## src/rtl/cpu_run_ctrl.sv

```systemverilog
// Run controller: loads a program image into memory, releases the CPU until halt or timeout,
// then streams all 32 register-file entries out on a valid/ready port.
module cpu_run_ctrl #(
  parameter int unsigned MAX_WORDS = 1024,
  parameter int unsigned TIMEOUT   = 100000,
  parameter logic [31:0] BASE_ADDR = 32'h0
) (
  input  logic        clk,
  input  logic        rst,
  input  logic        ld_valid,
  output logic        ld_ready,
  input  logic [31:0] ld_data,
  input  logic        ld_last,
  output logic        mem_we,
  output logic [31:0] mem_addr,
  output logic [31:0] mem_wdata,
  output logic        cpu_hold,
  input  logic        halt,
  output logic [4:0]  rf_raddr,
  input  logic [31:0] rf_rdata,
  output logic        dump_valid,
  input  logic        dump_ready,
  output logic [31:0] dump_data,
  output logic        dump_last,
  output logic [31:0] cycles,
  output logic        timeout,
  output logic        done
);

  localparam int unsigned WcntW = $clog2(MAX_WORDS + 1);
  localparam logic [WcntW-1:0] MaxWords = WcntW'(MAX_WORDS);

  typedef enum logic [1:0] {StLoad, StRun, StDump, StDone} state_e;

  state_e           state_q, state_d;
  logic [WcntW-1:0] wcnt_q, wcnt_d;
  logic [31:0]      cycles_q, cycles_d;
  logic [4:0]       idx_q, idx_d;
  logic             timeout_q, timeout_d;

  logic             ld_hs, dump_hs;
  logic [WcntW-1:0] wcnt_inc;
  logic [31:0]      cycles_inc;
  logic [31:0]      wcnt_word;

  assign ld_hs      = ld_valid & ld_ready;
  assign dump_hs    = dump_valid & dump_ready;
  assign wcnt_inc   = wcnt_q + WcntW'(1);
  assign cycles_inc = cycles_q + 32'd1;
  assign wcnt_word  = 32'(wcnt_q);

  always_ff @(posedge clk) begin
    if (rst) begin
      state_q   <= StLoad;
      wcnt_q    <= '0;
      cycles_q  <= '0;
      idx_q     <= '0;
      timeout_q <= 1'b0;
    end else begin
      state_q   <= state_d;
      wcnt_q    <= wcnt_d;
      cycles_q  <= cycles_d;
      idx_q     <= idx_d;
      timeout_q <= timeout_d;
    end
  end

  always_comb begin
    state_d   = state_q;
    wcnt_d    = wcnt_q;
    cycles_d  = cycles_q;
    idx_d     = idx_q;
    timeout_d = timeout_q;
    case (state_q)
      StLoad: begin
        if (ld_hs) begin
          wcnt_d = wcnt_inc;
          if (ld_last || (wcnt_inc == MaxWords)) state_d = StRun;
        end
      end
      StRun: begin
        // halt takes priority over the timeout boundary
        if (halt) begin
          timeout_d = 1'b0;
          state_d   = StDump;
        end else begin
          cycles_d = cycles_inc;
          if (cycles_inc == TIMEOUT) begin
            timeout_d = 1'b1;
            state_d   = StDump;
          end
        end
      end
      StDump: begin
        if (dump_hs) begin
          idx_d = idx_q + 5'd1;
          if (idx_q == 5'd31) state_d = StDone;
        end
      end
      StDone:  state_d = StDone;
      default: state_d = StLoad;
    endcase
  end

  always_comb begin
    ld_ready   = (state_q == StLoad) && !rst;
    mem_we     = ld_hs;
    mem_addr   = BASE_ADDR + (wcnt_word << 2);
    mem_wdata  = ld_data;
    cpu_hold   = rst || (state_q != StRun);
    rf_raddr   = idx_q;
    dump_valid = (state_q == StDump);
    dump_data  = rf_rdata;
    dump_last  = (state_q == StDump) && (idx_q == 5'd31);
    done       = (state_q == StDone);
  end

  assign cycles  = cycles_q;
  assign timeout = timeout_q;

endmodule

```

## config.mk

```make
export PLATFORM = sky130hd
export DESIGN_NAME = cpu_run_ctrl
export DESIGN_NICKNAME = d
export VERILOG_FILES = /design/src/rtl/cpu_run_ctrl.sv
export SDC_FILE = /design/constraint.sdc
export NUM_CORES = 1
export LEC_CHECK = 0
export CAP_MARGIN = 20
export CELL_PAD_IN_SITES_DETAIL_PLACEMENT = 0
export CELL_PAD_IN_SITES_GLOBAL_PLACEMENT = 1
export CORE_ASPECT_RATIO = 1.1
export CORE_MARGIN = 5
export CORE_UTILIZATION = 27
export CTS_BUF_LIST = sky130_fd_sc_hd__clkbuf_8 sky130_fd_sc_hd__clkbuf_16
export CTS_CLUSTER_DIAMETER = 80
export DETAILED_ROUTE_END_ITERATION = 16
export GPL_ROUTABILITY_DRIVEN = 0
export PLACE_DENSITY = 0.8
export SYNTH_ARGS = -nofsm -noshare
export SYNTH_HDL_FRONTEND = slang
export SYNTH_SLANG_ARGS = --single-unit
```

## constraint.sdc

```tcl
create_clock -name clk -period 3.25 [get_ports clk]
set_input_delay 0.8125 -clock clk [delete_from_list [all_inputs] [get_ports clk]]
set_output_delay 0.8125 -clock clk [all_outputs]
set_load 0.01 [all_outputs]
```

Word level (Yosys, flattened, before mapping)
Index checks and enable logic that the tools add are counted.
{"block": "op_classes", "muxes": 9, "eq_ne": 12, "mul": 0, "n_bitwise": 3, "magnitude_cmp": 0, "shifts": 0, "addsub": 3, "n_div": 0, "reduce_logical": 12}
{"cell": "$add A32 B1 Y32 const B", "count": 1}
{"cell": "$eq A32 B17 Y1 const B", "count": 1}
{"cell": "$mux W2", "count": 6}
{"cell": "$add A11 B1 Y11 const B", "count": 1}
{"cell": "$eq A11 B11 Y1 const B", "count": 1}
{"cell": "$pmux W2 S4", "count": 1}
{"cell": "$reduce_and A2 Y1", "count": 4}
{"cell": "$ne A2 B1 Y1 const B", "count": 3}
{"cell": "$add A5 B1 Y5 const B", "count": 1}
{"cell": "$eq A5 B5 Y1 const B", "count": 1}
{"cell": "$reduce_and A5 Y1", "count": 1}
{"cell": "$eq A2 B2 Y1 const B", "count": 2}
{"cell": "$ne A2 B2 Y1 const B", "count": 2}
{"cell": "$ne A3 B3 Y1 const B", "count": 1}
{"cell": "$and A1 B1 Y1", "count": 2}
{"cell": "$eq A2 B1 Y1 const B", "count": 1}
{"cell": "$logic_and A1 B1 Y1", "count": 2}
{"cell": "$logic_not A2 Y1", "count": 1}
{"cell": "$logic_or A1 B1 Y1", "count": 2}
{"cell": "$mux W1", "count": 2}
{"cell": "$reduce_bool A2 Y1", "count": 1}
{"cell": "$logic_not A1 Y1", "count": 1}
{"cell": "$not A1 Y1", "count": 1}
{"block": "word_totals", "regBits": 51, "inputBits": 70, "latchBits": 0, "rom_bits": 0, "output_inout_bits": 140, "mem_count": 0, "ramBits": 0, "word_cells": 44}

Logic depth before layout (Yosys ltp)
{"block": "depth", "ltp_word": 6, "mapped_depth": 8, "mapped_depth_nobuf": 8}

Worst setup path before layout
Ideal clock, no wire load.
{"block": "synth_timing", "path_type": "register to register", "start": "register cycles_q[0] (netlist: cycles[0])", "end": "register state_q[0]", "path_buffers": 0, "setup_ns": 0.137, "path_stages_with_launch": 9, "required_ns": 3.113, "slack_ns": 0.847, "period_less_slack_ns": 2.403, "arrival_ns": 2.266, "cell_sequence": "dfxtp_1 ha_1 nand4_2 nor4_4 and4_1 nor4bb_4 nor3_2 nor4_4 a2111oi_2"}
{"block": "synth_via", "elab_chain_cells": 4}
{"element": "start: declaration", "line": "37", "rtl": "logic [31:0] cycles_q, cycles_d;"}
{"element": "start signal: assignment", "line": "62", "rtl": "cycles_q <= cycles_d;"}
{"element": "$add A32 B1 Y32", "line": "49", "rtl": "assign cycles_inc = cycles_q + 32'd1;"}
{"element": "$eq A32 B17 Y1", "line": "88", "rtl": "if (cycles_inc == TIMEOUT) begin"}
{"element": "$ne A3 B3 Y1 (no source line)"}
{"element": "$reduce_and A5 Y1 (no source line)"}
{"element": "end signal: assignment", "line": "54", "rtl": "state_q <= StLoad;"}
{"element": "end signal: assignment", "line": "60", "rtl": "state_q <= state_d;"}
{"element": "end: declaration", "line": "35", "rtl": "state_e state_q, state_d;"}
No other way between the ends.
A chain may end at the register's enable or synchronous reset.

Worst setup path in the final report
{"block": "layout_timing", "start": "input port ld_valid", "end": "output port mem_we"}
{"block": "layout_via", "elab_chain_cells": 1}
{"element": "start: declaration", "line": "10", "rtl": "input logic ld_valid,"}
{"element": "$and A1 B1 Y1", "line": "46", "rtl": "assign ld_hs = ld_valid & ld_ready;"}
{"element": "end: declaration", "line": "14", "rtl": "output logic mem_we,"}
No other way between the ends.

==> metrics.yaml <==
port_buffers: 60
grt_usage_pct: 10.5
multi_input_area_mm2: 0.00195
die_area_mm2: 0.0161
r2r_end: "state_q[0]$_SDFFE_PP0P_"
final-setup-viol-count: 0
path_clk_slew_ns: 0.07
crit_buf_inv: 2
busiest_layer: "met2"
hold_ws_ns: 0.491
via_per_inst: 4.58
syn_area_mm2: 0.00368
core_area_mm2: 0.0133
clockBufferDepth: 2
crit_path_start_kind: "input pin"
slew_headroom_pct: 66.3
synth_top_area_cell: "dfxtp_1"
die_w_um: 121
finalCritPeriodShare_pct: 88.8
cts_made_buffers: 5
cts-root-buf: "clkbuf_16"
final_cell_mix: "clkdlybuf4s50_1, nor2_1, dfxtp_1"
async_flop_share_pct: 0
grt_pass1_wl_mm: 14.2
endpoint_kind: "output port"
critPathMaxStageDelay_ns: 0.54
drv_cap: 0
cp_common_cell: "clkdlybuf4s50_1"
met3_usage_pct: 2.43
power.density_mw_per_mm2: 338
wl_per_cell_um: 13.7
ir_worst_vdd_mv: 0.240
vias: 2857
drt_wl_total_mm: 8.53
r2r_cells: 8
die_h_um: 132
grt_pass1_vias: 2821
dp_hpwl_mm: 6.39
ys_types: 50
clock_sinks: 51
min_path_cells: 2
cts_resized: 0
io_pins: 210
hold_violations: 0
netlist_top_cells_area: "dfxtp_1, buf_4, xor2_1"
cts_tree: "yes"
min_period_ns: 2.89
rsz0062_at_grt: "no"
nNetsFinal: 515
cts_setup_buffers: 0
outcome: "finished, final reports clean"
crit_required_ns: 2.44
antenna_found_initial: 0
drive_gt1_share_pct: 5.91
final_common_cell: "clkdlybuf4s50_1"
syn2layout_area_growth_pct: 8.77
htreeDepth: 2
grtUsageMet2_pct: 18.2
antenna_cells: 0
ys_seq_elements: 51
timing.fmax_ghz: 0.346
num_rows: 44
hold_path_class: "flop to flop"
gr-usage-met1_pct: 12.4
ant_nets: 0
max_slew.worst_pin.slew_ns: 0.505
grt-ovfl-total: 0
drt-initial-drc-count: 96
reg2reg_setup_slack_ns: 0.57
synth_ff_type: "dfxtp_1"
critical-path-top-delay-family: "buffers and inverters"
cts_hold_buf: 0
grt_start_max_net_pins: 48
p_leak_uw: 0.00136
holdPathEnd: "rf_raddr[4]$_SDFFE_PP0P_"
ys_seq_area_share_pct: 27.7
syn_inst: 460
path_cells: "clkdlybuf4s50_1 -> nand2_1 -> nor2_1 -> clkdlybuf4s50_1"
seq_area_mm2: 0.00102
cp_max_fo: 6
drc: 0
r2r-start: "cycles[0]$_SDFFE_PP0P_"
critPathKind: "input pin to output port"
yosys.area.top_type_share_pct: 27.7
setup_tns_ns: 0
initial_utilization_pct: 27.7
critPathArrivalTime_ns: 2.07
yosys_warnings: 0
hp-start: "rf_raddr[4]$_SDFFE_PP0P_"
nFillCells: 1415
dr.pass1.iters: 4
synth_edf_count: 0
clk_latency_ns: 0.29
syn_avg_cell_area_um2: 8.00
fin_skew_ns: 0.00877
cp_slowest_cell: "clkdlybuf4s50_1"
report.final.slew_viol_count: 0
-- worst reg2reg max path: stages (launching register included) --
cell	delay (ns)
dfxtp_1	0.47
ha_1	0.33
nand4_2	0.19
nor4_4	0.35
and4_1	0.28
nor4bb_4	0.31
nor3_2	0.09
nor4_4	0.40
a2111oi_2	0.13
-- where the power goes --
group          total [uW]  switching [uW]  internal (uW)
Clock                 620             233            387
Combinational        89.6            55.5           34.1
Sequential            641            10.9            631
-- how the worst max path moves through the flow --
stage                                 startpoint                       to  depth (start not counted)
final                                   ld_valid                   mem_we                          4
after global routing                    ld_valid                   mem_we                          4
after CTS                               ld_valid                   mem_we                          4
after detailed placement                ld_valid                   mem_we                          4
after global placement                  ld_valid                   mem_we                          4
after floorplan           cycles[0]$_SDFFE_PP0P_  state_q[0]$_SDFFE_PP0P_                          8
-- final cells by class --
cell class | count | share of cell area, %
clock buffers | 6 | 3.47
clock inverters | 2 | 0.969
inverters | 2 | 0.188
multi-input cells | 316 | 48.7
flip-flops and latches | 51 | 25.5
well taps | 184 | 5.75
repair buffers | 63 | 15.4
-- synth_stat cells, drive strengths merged, types with 3 or more instances --
cell type  number
a21oi          11
and2            8
and3           10
and4            3
buf            98
clkbuf         13
dfxtp          51
ha              6
mux2i           4
nand2          30
nand2b          4
nand3          28
nand4          21
nor2           57
nor3           21
nor4            4
o21ai          10
or3             6
xnor2          25
xor2           26
-- kinds of logic (layout without fill, tap and decap cells) --
logic type | Yosys count | in the layout | synth area share [%]
AND/OR/NAND/NOR | 201 | 201 | 29.8
adder cells (fa/ha/maj) | 6 | 6 | 2.04
other | 1 | 21 | 0.102
buffers and inverters | 113 | 73 | 21.4
multiplexers | 5 | 5 | 1.39
AO/OA/AOI/OAI | 32 | 32 | 5.47
flip-flops | 51 | 51 | 27.7
XOR/XNOR | 51 | 51 | 12.1
-- per-layer routing --
metal	routed length, um	vias to the layer above	part of all wire [%]
met5	0	-	0
met4	188	0	2.2
met3	640	30	7.5
met2	4190	89	49
met1	3510	1332	41
li1	-	1406	-
-- metrics by stage --
stage	total power, uW	setup slack, ns	instances	utilization [%]	cell area [um^2]
after floorplan	808	0.847	480	-	3750
after global placement	744	0.368	616	28.8	3820
after detailed placement	746	0.358	616	28.8	3820
after CTS	1370	0.352	624	30.2	4000
after global routing	1410	0.267	624	30.2	4000
final	1350	0.363	624	30.2	4000
-- sequential cells by signal (all words and copies together) (netlist names) --
register and flops:
timeout 1, wcnt_q 11, state_q 2, cycles 32, rf_raddr 5
(Power assumes the default switching activity.)
